==> config.mk <==
export PLATFORM = sky130hd
export DESIGN_NAME = fifo_wr_ctrl
export DESIGN_NICKNAME = d
export VERILOG_FILES = /design/src/rtl/fifo_wr_ctrl.sv
export SDC_FILE = /design/constraint.sdc
export NUM_CORES = 1
export LEC_CHECK = 0
export ABC_AREA = 1
export CORE_MARGIN = 2
export CORE_UTILIZATION = 40
export DETAILED_ROUTE_END_ITERATION = 16
export PLACE_DENSITY_LB_ADDON = 0.05
export SKIP_LAST_GASP = 1
export SLEW_MARGIN = 20
export SYNTH_ARGS = -nofsm -noshare
export SYNTH_HDL_FRONTEND = slang
export SYNTH_SLANG_ARGS = --single-unit
export TNS_END_PERCENT = 100
==> constraint.sdc <==
create_clock -name clk -period 6.25 [get_ports clk]
set_clock_uncertainty 0.05 [all_clocks]
set_input_delay 1.25 -clock clk [delete_from_list [all_inputs] [get_ports clk]]
set_output_delay 1.25 -clock clk [all_outputs]
set_load 0.05 [all_outputs]
==> src/rtl/fifo_wr_ctrl.sv <==
// rtl/fifo_wr_ctrl.sv - asynchronous FIFO write-side controller (binary pointer, level, full/overflow flags)
// Optional almost-full flag enabled by macro FIFO_WR_ALMOST_FULL_EN.
module fifo_wr_ctrl #(
  parameter int ADDR_WIDTH = 4,
  parameter int DATA_WIDTH = 8,
  parameter int AF_LEVEL   = (2 ** ADDR_WIDTH) - 2
) (
  input  logic                  clk,
  input  logic                  rst_n,
  input  logic                  wr_en,
  input  logic [DATA_WIDTH-1:0] wr_data,
  input  logic [ADDR_WIDTH:0]   rd_ptr_sync,
  input  logic                  ovf_clr,
  output logic [ADDR_WIDTH:0]   wr_ptr,
  output logic                  mem_we,
  output logic [ADDR_WIDTH-1:0] mem_waddr,
  output logic [DATA_WIDTH-1:0] mem_wdata,
  output logic                  full,
  output logic                  almost_full,
  output logic [ADDR_WIDTH:0]   wr_cnt,
  output logic                  overflow
);

  localparam logic [ADDR_WIDTH:0] DEPTH_CNT = (ADDR_WIDTH+1)'(2 ** ADDR_WIDTH);

  logic                accept;
  logic [ADDR_WIDTH:0] wr_ptr_next;
  logic [ADDR_WIDTH:0] level_next;

  // rst_n gates the enable so the RAM never sees a write while reset is held
  assign accept      = wr_en & ~full & rst_n;
  assign mem_we      = accept;
  assign mem_waddr   = wr_ptr[ADDR_WIDTH-1:0];
  assign mem_wdata   = wr_data;
  assign wr_ptr_next = accept ? wr_ptr + 1'b1 : wr_ptr;
  assign level_next  = wr_ptr_next - rd_ptr_sync;

  always_ff @(posedge clk or negedge rst_n) begin
    if (!rst_n) begin
      wr_ptr   <= '0;
      wr_cnt   <= '0;
      full     <= 1'b0;
      overflow <= 1'b0;
    end else begin
      wr_ptr <= wr_ptr_next;
      wr_cnt <= level_next;
      full   <= (level_next == DEPTH_CNT);
      if (wr_en && full) begin
        overflow <= 1'b1;
      end else if (ovf_clr) begin
        overflow <= 1'b0;
      end
    end
  end

`ifdef FIFO_WR_ALMOST_FULL_EN
  localparam logic [ADDR_WIDTH:0] AF_CNT = (ADDR_WIDTH+1)'(AF_LEVEL);

  always_ff @(posedge clk or negedge rst_n) begin
    if (!rst_n) begin
      almost_full <= 1'b0;
    end else begin
      almost_full <= (level_next >= AF_CNT);
    end
  end
`else
  assign almost_full = 1'b0;
`endif

endmodule

==> reports/results.tsv, run 1 <==
stage	metric	value	unit
synth	ys_ff_latch	12	
synth	syn_nets	100	
setup_path	setup.worst_path.start	rst_n	
synth	synth_top_area_share	40.5	%
placed_design	dp.cells	114	
timing	clock.fmax	221	MHz
setup_path	path_class	input port to output port	
detailed_routing	drt-initial-drc-count	0	
grt	grt_pass1_wl	1780	um
clocking	cts.reportedPaths.clkPinSlew	0.07	ns
clocking	clock_sinks	12	
setup_path	startpoint_type	input port	
grt	antenna_found_initial	0	
synth	synthCells	77	
placed_design	gp_congestion	0.692	
timing	finalWorstSetupSlack	1.73	ns
clocking	cts_buffers	3	
timing	slew_headroom	64.2	%
final_layout	drive_above_1_share	16.1	%
clocking	cts_resized	0	
detailed_routing	drc	0	
detailed_routing	firstDrtPassIters	1	
clocking	cts-root-buf	clkbuf_4	
timing	hold_violations	0	
detailed_routing	avgRoutedWirePerCell	10.0	um
setup_path	arrival	3.22	ns
synth	syn_avg_cell_area	9.64	sq um
timing	fin_crit	4.52	ns
floorplan	rows	15	
min_path	holdCritStartpoint	overflow	
final_layout	nets	117	
clocking	cts-htree-levels	1	
synth	ys_types	22	
synth	synthAdderAreaFrac	11.1	%
clocking	cts_setup_buffers	0	
placed_design	hpwlAfterDp	1030	um
final_layout	seqCellArea	300	sq um
final_layout	fin_cells	118	
floorplan	die_area	2220	sq um
final_layout	multi_input_area	303	sq um
timing	slew_viol_final	0	
placed_design	pre_cts_slack	1.67	ns
outcome	outcome	finished clean	
min_path	hold_path.class	flop to flop	
clocking	cts_hold_buf	0	
clocking	cts_tree	built	
final_layout	antenna_cells	0	
synth	yosysWarnings	0	
synth	synth_area	742	sq um
synth	synth_compound_area_share	3.04	%
timing	grt_setup_unrepaired	false	
grt	grt_usage	12.5	%
synth	synthMuxAreaShare	1.52	%
synth	yosys.area.top_type	dfrtp_1	
clocking	clockBufferDepth	2	
synth	synthXorXnorAreaFrac	4.72	%
timing	setup-tns-final	0	ns
setup_path	cp_data_required_time	4.95	ns
final_layout	syn2layout_area_growth	29.7	%
timing	worstMarginPinSlew	0.535	ns
floorplan	initial_core_util	43.0	%
floorplan	io_pins	43	
detailed_routing	wl	1180	um
timing	period_share	72.3	%
grt	grt_start_max_net_pins	14	
run	max-cap-violations	0	
floorplan	die_h	47.1	um
grt	grt_pass1_vias	431	
placed_design	numPortBuffers	25	
clocking	clk_latency	0.27	ns
floorplan	die_w	47.1	um
detailed_routing	drt-vias-per-instance	4.31	
synth	synthSimpleGateAreaFrac	19.9	%
grt	grt.overflow.total	0	
detailed_routing	vias	509	
detailed_routing	ant_nets	0	
final_layout	nFillCells	172	
setup_path	r2r_start	full	
synth	yosysSeqAreaShare	40.5	%
floorplan	coreArea	1730	sq um
synth	synth_top_family_by_area	simple AND/OR/NAND/NOR gates	
setup_path	crit_path_end_kind	output port	
setup_path	critPathMaxFanout	13	
timing	finalSetupViolCount	0	
synth	ys_top_cells_by_area	dfrtp_1, buf_4, ha_1, inv_1, nand2_2	
cells in the mapped netlist, drive strengths merged:
cell     n
nand3    6
xnor2    2
nand3b   1
buf     13
a21oi    2
ha       5
nand4    1
xor2     2
o21ai    1
a21o     1
nand2   13
nor2     3
fa       1
conb     1
inv     11
mux2     1
dfrtp   12
nor3     1
final cells by class:
| class | count | area share, % |
|---|---|---|
| Sequential cell | 12 | 31.2 |
| Multi-Input combinational cell | 41 | 31.5 |
| Tap cell | 25 | 3.25 |
| Inverter | 11 | 4.29 |
| Timing Repair Buffer | 25 | 26.0 |
| Clock buffer | 4 | 3.77 |
per-stage QoR:
step / hold slack, ns / utilization (%) / instance area (sq um)
6_report: 0.502 / 55.7 / 962
5_1_grt: 0.546 / 55.7 / 962
4_1_cts: 0.515 / 55.7 / 962
3_5_place_dp: 0.504 / 53.6 / 926
3_3_place_gp: 0.476 / 53.6 / 926
2_1_floorplan: 0.698 / - / 742
worst max-delay path, cell delays in order:
cell and delay [ns]:
clkdlybuf4s50_1 0.81, nand2_2 0.17, nor2_8 0.17, clkdlybuf4s50_1 0.82
layout by cell type, fill, tap and decap left out, types with 2 or more instances in the layout:
cell type,count
clkdlybuf4s50_1,25
nor2_2,2
inv_1,10
dfrtp_1,12
clkbuf_4,3
nand3_1,5
xor2_1,2
ha_1,5
xnor2_1,2
nand2_1,8
nand2_2,5
a21oi_1,2
sequential cells by signal, summed over array words and instances, names as in the netlist:
| register | flops |
|---|---|
| wr_ptr | 5 |
| overflow | 1 |
| full | 1 |
| wr_cnt | 5 |
per-layer routing:
layer / GRT usage [%] / part of all wire, % / wire (um) / vias up
met2: 19.7 / 51 / 606 / 21
met1: 14.2 / 43 / 509 / 227
met5: 0 / 0 / 0 / -
met4: 11.7 / 0 / 0 / 0
li1: - / - / - / 261
met3: 2.31 / 5.5 / 65 / 0
final timing paths:
| kind | cells past startpoint | slack [ns] | endpoint |
|---|---|---|---|
| worst max-delay path | 4 | 1.73 | mem_we |
| worst min-delay path | 2 | 0.50 | overflow |
| worst max register to register | 9 | 4.07 | full |
| worst min register to register | 2 | 0.50 | overflow |
| max in group asynchronous | 1 | 4.52 | wr_cnt[4] |
| min in group asynchronous | 1 | 1.28 | wr_ptr[0] |
kinds of logic (layout without fill, tap and decap cells):
family	Yosys count	count (layout)
muxes	1	1
adders and majority gates	6	6
AOI/OAI and AO/OA	4	4
buffers and inverters	24	40
other	1	1
and+or+nand+nor	25	25
xor gates and xnor gates	4	4
DFF	12	12
Power of run 1 is not shown: default switching activity piles up to over one toggle a cycle in this logic, so the estimate is an artifact.
==> inputs of run 2 (changes only) <==
--- a/config.mk
+++ b/config.mk
@@ -7,7 +7,7 @@
 export LEC_CHECK = 0
 export ABC_AREA = 1
 export CORE_MARGIN = 2
-export CORE_UTILIZATION = 40
+export CORE_UTILIZATION = 37
 export DETAILED_ROUTE_END_ITERATION = 16
 export PLACE_DENSITY_LB_ADDON = 0.05
 export SKIP_LAST_GASP = 1
==> constraint.sdc (replaced) <==
create_clock -name clk -period 4.5 [get_ports clk]
set_clock_uncertainty 0.05 [all_clocks]
set_input_delay 0.9 -clock clk [delete_from_list [all_inputs] [get_ports clk]]
set_output_delay 0.9 -clock clk [all_outputs]
set_load 0.05 [all_outputs]
==> run 2 against run 1 <==
  * Cell count increased by 1.7%
  * Core utilization decreased by 5.9 points
  * First-iteration DRC count is 5 higher
  * Sequential cell count is the same
  * Via count is 1.8% lower
==> reports/results.tsv, run 2 (synthesis results as in run 1) <==
stage	metric	value	unit
outcome	outcome	finished clean	
setup_path	crit_path_end_kind	output port	
final_layout	top_regs	wr_cnt: 5 flops, wr_ptr: 5 flops	
setup_path	r2r_start	full	
clocking	cts_tree	built	
timing	worstMarginPinSlew	0.503	ns
detailed_routing	wl	1160	um
floorplan	rows	16	
final_layout	syn2layout_area_growth	29.2	%
setup_path	rr_endpoint	full	
placed_design	dp.cells	117	
grt	grt_usage	11.1	%
clocking	cts_hold_buf	0	
clocking	cts_setup_buffers	0	
detailed_routing	ant_nets	0	
setup_path	arrival	2.62	ns
setup_path	cp_data_required_time	3.55	ns
setup_path	r2r_slack	2.37	ns
floorplan	io_pins	43	
timing	finalSetupViolCount	0	
placed_design	numPortBuffers	25	
grt	top_usage_layer	met2	
floorplan	die_w	48.8	um
final_layout	nets	118	
clocking	cts-htree-levels	1	
clocking	clk_latency	0.25	ns
clocking	clock_sinks	12	
timing	fin_crit	3.57	ns
detailed_routing	drt-initial-drc-count	5	
grt	grt_start_max_net_pins	14	
detailed_routing	firstDrtPassIters	3	
final_layout	drive_above_1_share	16.1	%
grt	antenna_found_initial	0	
detailed_routing	avgRoutedWirePerCell	9.63	um
setup_path	startpoint_type	input port	
setup_path	critPathMaxFanout	13	
setup_path	path_class	input port to output port	
grt	use_met2	17.1	%
placed_design	hpwlAfterDp	1030	um
clocking	cts_resized	0	
grt	use_met3	2.15	%
floorplan	die_h	48.8	um
detailed_routing	drt-vias-per-instance	4.17	
timing	slew_headroom	66.3	%
timing	grt_setup_unrepaired	false	
floorplan	initial_core_util	38.6	%
clocking	cts-root-buf	clkbuf_4	
setup_path	r2r_cells	9	
clocking	cts.reportedPaths.clkPinSlew	0.06	ns
timing	hold_violations	0	
detailed_routing	vias	500	
final_layout	final_common_cell	clkdlybuf4s50_1	
setup_path	setup.worst_path.start	rst_n	
final_layout	antenna_cells	0	
clocking	clockBufferDepth	2	
floorplan	die_area	2380	sq um
final_layout	final_core_util	49.9	%
placed_design	gp_congestion	0.679	
final_layout	mostFrequentLayoutCells	clkdlybuf4s50_1, dfrtp_1, inv_1	
grt	grt_pass1_wl	1970	um
run	max-cap-violations	0	
final_layout	fin_cells	120	
final_layout	nFillCells	205	
grt	grt.overflow.total	0	
timing	setup-tns-final	0	ns
timing	slew_viol_final	0	
clocking	cts_buffers	3	
grt	grtUsageMet1	12.7	%
setup_path	endpoint	mem_we	
grt	grt_pass1_vias	455	
floorplan	coreArea	1920	sq um
timing	period_share	79.4	%
min_path	hold_path.class	flop to flop	
timing	clock.fmax	280	MHz
detailed_routing	drc	0	
[run 2: cell types whose count changed in the layout (fill, tap and decap cells not counted), sizes merged]
cell	previous run	this run
clkbuf	4	3
buf	0	1
[run 2: cell type report]
class	count	area [sq um]	share of cell area, %
clock buffer	3	22.5	2.35
inverter	11	41.3	4.31
multi-input combinational	41	303	31.6
sequential	12	300	31.3
tap	27	33.8	3.52
timing repair buffer	26	258	26.9
[run 2: worst min path at each step]
stage	cells past startpoint	slack, ns	from	to
4_1_cts	2	0.51	overflow	overflow
3_3_place_gp	2	0.47	overflow	overflow
5_1_grt	2	0.54	overflow	overflow
3_5_place_dp	2	0.50	overflow	overflow
2_1_floorplan	0	0.55	rst_n	full
6_report	2	0.50	overflow	overflow
[run 2: metal layers]
layer  wire length (um)  share of wire (%)
met1                504                 44
met2                533                 46
met3                 82                7.1
met4                 34                2.9
met5                  0                  0
[run 2: metrics by stage]
stage               hold WS, ns  setup slack, ns  area [sq um]
floorplan                 0.554             1.86           742
global placement          0.473            0.905           936
detailed placement        0.499            0.906           936
CTS                       0.510            0.905           958
global route              0.539            0.841           958
finish                    0.500            0.925           958
[run 2: critical path: stages]
cell and delay [ns]:
clkdlybuf4s50_1 0.45, buf_4 0.20, nand2_2 0.11, nor2_8 0.14, clkdlybuf4s50_1 0.82
Power of run 2 is left out for the same reason.
